===== config.mk =====
export PLATFORM = sky130hd
export DESIGN_NAME = hilo_mult_unit
export DESIGN_NICKNAME = d
export VERILOG_FILES = /design/src/rtl/hilo_mult_unit_pkg.sv /design/src/rtl/hilo_mult_unit.sv
export SDC_FILE = /design/constraint.sdc
export NUM_CORES = 1
export LEC_CHECK = 0
export ABC_AREA = 0
export CAP_MARGIN = 20
export CORE_MARGIN = 1
export CORE_UTILIZATION = 46
export CTS_BUF_LIST = sky130_fd_sc_hd__clkbuf_4 sky130_fd_sc_hd__clkbuf_8
export DETAILED_ROUTE_END_ITERATION = 16
export GPL_TIMING_DRIVEN = 0
export PLACE_DENSITY = 0.76
export SYNTH_ARGS = -nofsm -noshare
export SYNTH_HDL_FRONTEND = slang
export SYNTH_SLANG_ARGS = --single-unit

===== constraint.sdc =====
create_clock -name clk -period 9.7 [get_ports clk]
set_input_delay 1.94 -clock clk [delete_from_list [all_inputs] [get_ports clk]]
set_output_delay 1.94 -clock clk [all_outputs]
set_load 0.01 [all_outputs]

===== src/rtl/hilo_mult_unit_pkg.sv =====
// Shared definitions for the HI/LO multiply unit: FSM state encodings
// and the R-type funct codes the controller decodes for this unit.
package hilo_mult_unit_pkg;

  typedef enum logic [1:0] {
    ST_IDLE   = 2'd0,
    ST_CALC   = 2'd1,
    ST_FINISH = 2'd2
  } mult_state_e;

  // R-type funct field values (opcode SPECIAL)
  localparam logic [5:0] FUNCT_MFHI  = 6'h10;
  localparam logic [5:0] FUNCT_MTHI  = 6'h11;
  localparam logic [5:0] FUNCT_MFLO  = 6'h12;
  localparam logic [5:0] FUNCT_MTLO  = 6'h13;
  localparam logic [5:0] FUNCT_MULT  = 6'h18;
  localparam logic [5:0] FUNCT_MULTU = 6'h19;

endpackage


===== src/rtl/hilo_mult_unit.sv =====
// Iterative shift-add multiplier with HI/LO result registers.
// Signed multiplies run on magnitudes; the sign is reapplied to the full
// 2*WIDTH product in FINISH. One product bit per clock in CALC.
module hilo_mult_unit
  import hilo_mult_unit_pkg::*;
#(
  parameter int WIDTH = 32,
  parameter int CNT_W = 6
) (
  input  logic             clk,
  input  logic             reset,
  input  logic             start,
  input  logic             is_signed,
  input  logic [WIDTH-1:0] a,
  input  logic [WIDTH-1:0] b,
  input  logic             hi_we,
  input  logic             lo_we,
  input  logic [WIDTH-1:0] wdata,
  output logic             busy,
  output logic             done,
  output logic [WIDTH-1:0] hi,
  output logic [WIDTH-1:0] lo
);

  mult_state_e state, state_nxt;

  logic [2*WIDTH-1:0] mcand;   // multiplicand, shifted left each step
  logic [WIDTH-1:0]   mplier;  // multiplier, shifted right each step
  logic [2*WIDTH-1:0] acc;
  logic [CNT_W-1:0]   cnt;
  logic               neg;

  logic [WIDTH-1:0]   a_abs, b_abs;
  logic [2*WIDTH-1:0] product;
  logic               last_step;

  // Magnitudes; the most negative value maps to itself, which is the
  // correct unsigned magnitude.
  assign a_abs     = (is_signed && a[WIDTH-1]) ? (~a + 1'b1) : a;
  assign b_abs     = (is_signed && b[WIDTH-1]) ? (~b + 1'b1) : b;
  assign product   = neg ? (~acc + 1'b1) : acc;
  assign last_step = (cnt == CNT_W'(WIDTH - 1));

  // State register
  always_ff @(posedge clk or negedge reset) begin
    if (!reset) state <= ST_IDLE;
    else        state <= state_nxt;
  end

  // Next-state logic
  always_comb begin
    state_nxt = state;
    case (state)
      ST_IDLE:   if (start) state_nxt = ST_CALC;
      ST_CALC:   if (last_step) state_nxt = ST_FINISH;
      ST_FINISH: state_nxt = ST_IDLE;
      default:   state_nxt = ST_IDLE;
    endcase
  end

  // Output decode: busy covers CALC and FINISH, never the done cycle
  always_comb begin
    busy = (state != ST_IDLE);
  end

  // Shift-add datapath: load on accepted start, one step per CALC edge
  always_ff @(posedge clk or negedge reset) begin
    if (!reset) begin
      mcand  <= '0;
      mplier <= '0;
      acc    <= '0;
      cnt    <= '0;
      neg    <= 1'b0;
    end else begin
      case (state)
        ST_IDLE: begin
          if (start) begin
            mcand  <= {{WIDTH{1'b0}}, a_abs};
            mplier <= b_abs;
            acc    <= '0;
            cnt    <= '0;
            neg    <= is_signed & (a[WIDTH-1] ^ b[WIDTH-1]);
          end
        end
        ST_CALC: begin
          if (mplier[0]) acc <= acc + mcand;
          mcand  <= mcand << 1;
          mplier <= mplier >> 1;
          cnt    <= cnt + 1'b1;
        end
        default: ;
      endcase
    end
  end

  // HI/LO: product on FINISH, mthi/mtlo only while idle
  always_ff @(posedge clk or negedge reset) begin
    if (!reset) begin
      hi <= '0;
      lo <= '0;
    end else if (state == ST_FINISH) begin
      {hi, lo} <= product;
    end else if (state == ST_IDLE) begin
      if (hi_we) hi <= wdata;
      if (lo_we) lo <= wdata;
    end
  end

  // done pulses for exactly the cycle after the FINISH edge
  always_ff @(posedge clk or negedge reset) begin
    if (!reset) done <= 1'b0;
    else        done <= (state == ST_FINISH);
  end

endmodule


After elaboration in Yosys (flattened, before gate mapping) --
Index checks and enable logic that the tools add are counted.
Cells by class: $add $sub $neg 5, bitwise gates (word level) 5, multiplexer cells 21, reductions and logical operators 14, eq/ne operators 6
Operators with widths (count):
- 32-bit two-way mux | 9
- 64-bit two-way mux | 4
- 64-bit one-hot mux with 2 select lines | 2
- 32-bit by 1-bit adder with 32-bit output (second input constant) | 2
- 64-bit by 1-bit adder with 64-bit output (second input constant) | 1
- 64-bit adder | 1
- 32-bit NOT | 2
- 64-bit NOT | 1
- 32-bit one-hot mux with 2 select lines | 1
- 6-bit one-hot mux with 2 select lines | 1
- 2-bit AND reduction | 5
- 2-bit nonzero test | 5
- 6-bit by 1-bit adder with 6-bit output (second input constant) | 1
- 6-bit by 5-bit == test with 1-bit output (second input constant) | 1
- 6-bit two-way mux | 1
- 2-bit inequality test (second input constant) | 3
- 2-bit two-way mux | 2
- 2-bit one-hot mux with 2 select lines | 1
- 3-bit AND reduction | 1
- 2-bit by 1-bit == test with 1-bit output (second input constant) | 1
- 2-bit == test (second input constant) | 1
- 1-bit logical AND | 2
- 2-bit logical NOT | 1
- 1-bit AND | 1
- 1-bit bitwise XOR | 1
Storage, ports and cells: flip-flop bits (word level) 234, input port bits 102, logic and storage cells 60, output and inout bits 66

Logic depth before layout (Yosys ltp) --
depth in word-level cells 5, depth in mapped cells 14, depth with buffers taken out 14

Worst setup path before layout --
No wires, ideal clock.
kind in2reg, start input port a[5], end register mcand[28], data arrival time 4.159 ns, path buffers 0, required time 9.569 ns, stages 10, setup slack 5.410 ns, setup time 0.131 ns, cells stage by stage or4_4 > or3_4 > or4_4 > nor4_4 > nand3_2 > nor2_1 > nor2_1 > a21oi_2 > xor2_1 > o21ai_1
Between the ends: word-level cells in the longest chain between the ends 5
RTL lines:
- start: declaration | RTL line hilo_mult_unit.sv:14 | input logic [WIDTH-1:0] a,
- 32-bit NOT | RTL line hilo_mult_unit.sv:39 | assign a_abs = (is_signed && a[WIDTH-1]) ? (~a + 1'b1) : a;
- 32-bit by 1-bit adder with 32-bit output | RTL line hilo_mult_unit.sv:39
- 32-bit two-way mux | RTL line hilo_mult_unit.sv:39
- 64-bit two-way mux | RTL line hilo_mult_unit.sv:77 | if (start) begin
- 64-bit one-hot mux with 2 select lines | RTL line hilo_mult_unit.sv:75 | case (state)
- end signal: assignment | RTL line hilo_mult_unit.sv:78 | mcand <= {{WIDTH{1'b0}}, a_abs};
- end signal: assignment | RTL line hilo_mult_unit.sv:87 | mcand <= mcand << 1;
- end: declaration | RTL line hilo_mult_unit.sv:27 | logic [2*WIDTH-1:0] mcand;
Every way passes these cells. The select of a mux whose other input is x is not followed. A chain may end at the register's enable or synchronous reset.

Worst setup path after layout --
start input port a[3], end register mcand[31]
The elaborated chain is that of the path after synthesis.

==> impl_metrics.json <==
{
  "clk_pin_slew_ns": 0.06,
  "die-height_um": 186,
  "grt_overflow": 0,
  "rsz0062_at_grt": "false",
  "worst_r2r_endpoint": "acc[60]",
  "drtAntennaViolNets": 0,
  "place_congestion": 0.982,
  "crit_type": "in2reg",
  "die_w_um": 186,
  "synth_nets": 2048,
  "critical_path_required_ns": 10.19,
  "track_usage": 0.288,
  "dr_total_vias": 14800,
  "hold_path_startpoint": "hi[3]",
  "clock_latency_ns": 0.57,
  "drcViolationCount": 0,
  "row_count": 67,
  "finalWorstSetupSlack_ns": 5.22,
  "grt_pass1_vias": 14200,
  "crit_path_start": "a[3]",
  "grt_pass1_wl_mm": 77.3,
  "drt-total-wl_mm": 49.5,
  "slew_viol_final": 0,
  "cts.sinks": 234,
  "max_slew_margin": 0.364,
  "r2r_start": "acc[0]",
  "synth_seq_cells": 234,
  "utilization": 0.564,
  "final_cell_area_um2": 18900,
  "top_layer": "met4",
  "tns_ns": 0,
  "setup_viol": 0,
  "syn_area_um2": 15600,
  "p_leak_nw": 7.89,
  "endpoint_kind": "flip-flop",
  "synth_cell_types": 73,
  "cts_buffer_depth": 3,
  "drt-pass1-iter-count": 6,
  "postSynth.asyncResetShare": 1.00,
  "nNetsFinal": 2259,
  "vdd_drop_max_uv": 123,
  "maxCapViolCount": 0,
  "hold_viol_final": 0,
  "wl_met2_mm": 22.6,
  "detail_route.iter0.violations": 1040,
  "post-cts-setup-buffer-count": 0,
  "io_buffers": 167,
  "diodes": 0,
  "worstSetupStartpointType": "input port",
  "status": "finished, final reports clean",
  "crit_top_cell": "nand2_1",
  "max_slew.worst_pin.slew_ns": 0.951,
  "syn2layout_area_growth_pct": 20.7,
  "ys_seq_area_frac": 0.375,
  "synth_flop_cell": "dfrtp_1",
  "io-pin-count": 168,
  "wire_per_inst_um": 19.3,
  "whs_path_depth": 2,
  "pre_cts_ws_ns": 4.68,
  "core_um2": 33400,
  "slowest_delay_ns": 0.54,
  "clockRootBuffer": "clkbuf_8",
  "holdBufCountCts": 0,
  "drive_above_1_share": 0.0542,
  "vias_per_cell": 5.76,
  "wl_met3_mm": 3.30,
  "final_common_cell": "nand2_1",
  "hp-class": "reg2reg",
  "cts_resized": 0,
  "die-area_um2": 34700,
  "skew_ns": 0.0303,
  "cp_slowest_cell": "or4_4",
  "ys_warn_count": 0,
  "layout_common_cells": "297 x nand2_1, 234 x dfrtp_1, 214 x o21ai_0, 166 x clkdlybuf4s50_1, 145 x a21oi_1",
  "antenna_found_initial": 0,
  "fin_cells": 2569,
  "start_util": 0.467,
  "worst-path-max-fanout": 5,
  "cts_buffers": 40,
  "h-tree-depth": 2,
  "path_cells": "clkdlybuf4s50_1 > or4_4 > or3_4 > nor4b_2 > and3_1 > nand2_1 > o41ai_1 > nand3_1 > nand2_1",
  "synth_edf_count": 0,
  "fmax_mhz": 223,
  "wl_met1_mm": 22.0,
  "cp.arrival_ns": 4.97,
  "grt_max_degree": 93,
  "powerDensity_nw_per_um2": 296,
  "worstRegToRegCells": 14,
  "layout_min_cycle_time_ns": 4.48,
  "placed_cells_incl_taps": 2495,
  "syn-instance-count": 1878,
  "post-dp-hpwl_mm": 39.3,
  "hold_path_end": "hi[3]",
  "cts_tree": "yes",
  "place_area_um2": 17900,
  "syn_area_per_cell_um2": 8.32,
  "period_share": 0.462,
  "rrSetupSlack_ns": 5.72
}
-- flip-flops by register name, indices dropped and copies added (netlist names) --
register	count
acc	64
neg	1
hi	32
mplier	32
lo	32
done	1
cnt	6
mcand	64
state	2
-- Yosys cell counts, types with 5 or more instances --
master,n,share of area
inv_1,31,0.0074
or4_1,13,0.0062
nand4_1,27,0.011
o21ai_1,64,0.021
a21o_1,37,0.018
nand2b_1,13,0.0052
o21ai_0,214,0.069
nor4_1,10,0.0040
a21oi_1,145,0.046
nor2_1,112,0.027
buf_1,5,0.0012
o41ai_2,5,0.0052
a22oi_1,66,0.032
clkbuf_1,101,0.024
nor3_1,34,0.011
nand3_1,27,0.0086
xnor2_1,88,0.049
o21bai_1,15,0.0072
or3_1,8,0.0032
nor2b_1,6,0.0024
nand2_1,297,0.071
and2_1,17,0.0068
o22ai_1,5,0.0020
and3_1,7,0.0028
o41ai_1,11,0.0062
dfrtp_1,234,0.37
o21a_1,12,0.0058
ha_1,67,0.054
xor2_1,93,0.052
a31oi_1,5,0.0020
o31ai_1,29,0.014
-- cell type report --
cell class | instances | area (um2)
repair buffers | 169 | 1730
inverters | 31 | 116
plain buffers | 109 | 413
well taps | 448 | 561
clock buffers | 67 | 866
flip-flops and latches | 234 | 5860
fillers | 3014 | 14600
multi-input cells | 1504 | 9240
clock inverters | 7 | 71.3
-- logic make-up after synthesis --
group / after synthesis / synth area share
adder cells (fa/ha/maj): 68 / 0.0549
AND/OR/NAND/NOR: 605 / 0.181
buffers and inverters: 140 / 0.0339
AO/OA/AOI/OAI: 650 / 0.254
flip-flops: 234 / 0.375
XOR/XNOR: 181 / 0.101
-- stage by stage --
stage                     hold slack (ns)  total power [mW]
final                               0.477              5.58
after global routing                0.499              6.01
after CTS                           0.480              5.57
after detailed placement            0.466              4.53
after global placement              0.463              4.47
after floorplan                     0.449              3.59
-- power by group --
part	internal, mW	switching [mW]
sequential	1.32	0.439
combinational	1.16	1.65
clock	0.592	0.428
total	3.07	2.51
-- critical path, delay by kind of cell --
kind	cells	cell delay (ns)
AND/OR/NAND/NOR	7	2.07
AO/OA/AOI/OAI	1	0.42
buffers and inverters	1	0.53
-- how the worst max path moves through the flow --
stage,end,cells after the start
3_3_place_gp,mcand[58],1
2_1_floorplan,mcand[28],10
3_5_place_dp,mplier[29],12
4_1_cts,mplier[29],12
5_1_grt,mplier[29],12
6_report,mcand[31],9
-- metal layers --
metal,global-route usage,vias up
met5,0,-
met4,0.105,0
met3,0.0384,81
met2,0.474,552
met1,0.388,6995
li1,-,7176
Note: power is estimated with default switching activity, not from simulation.
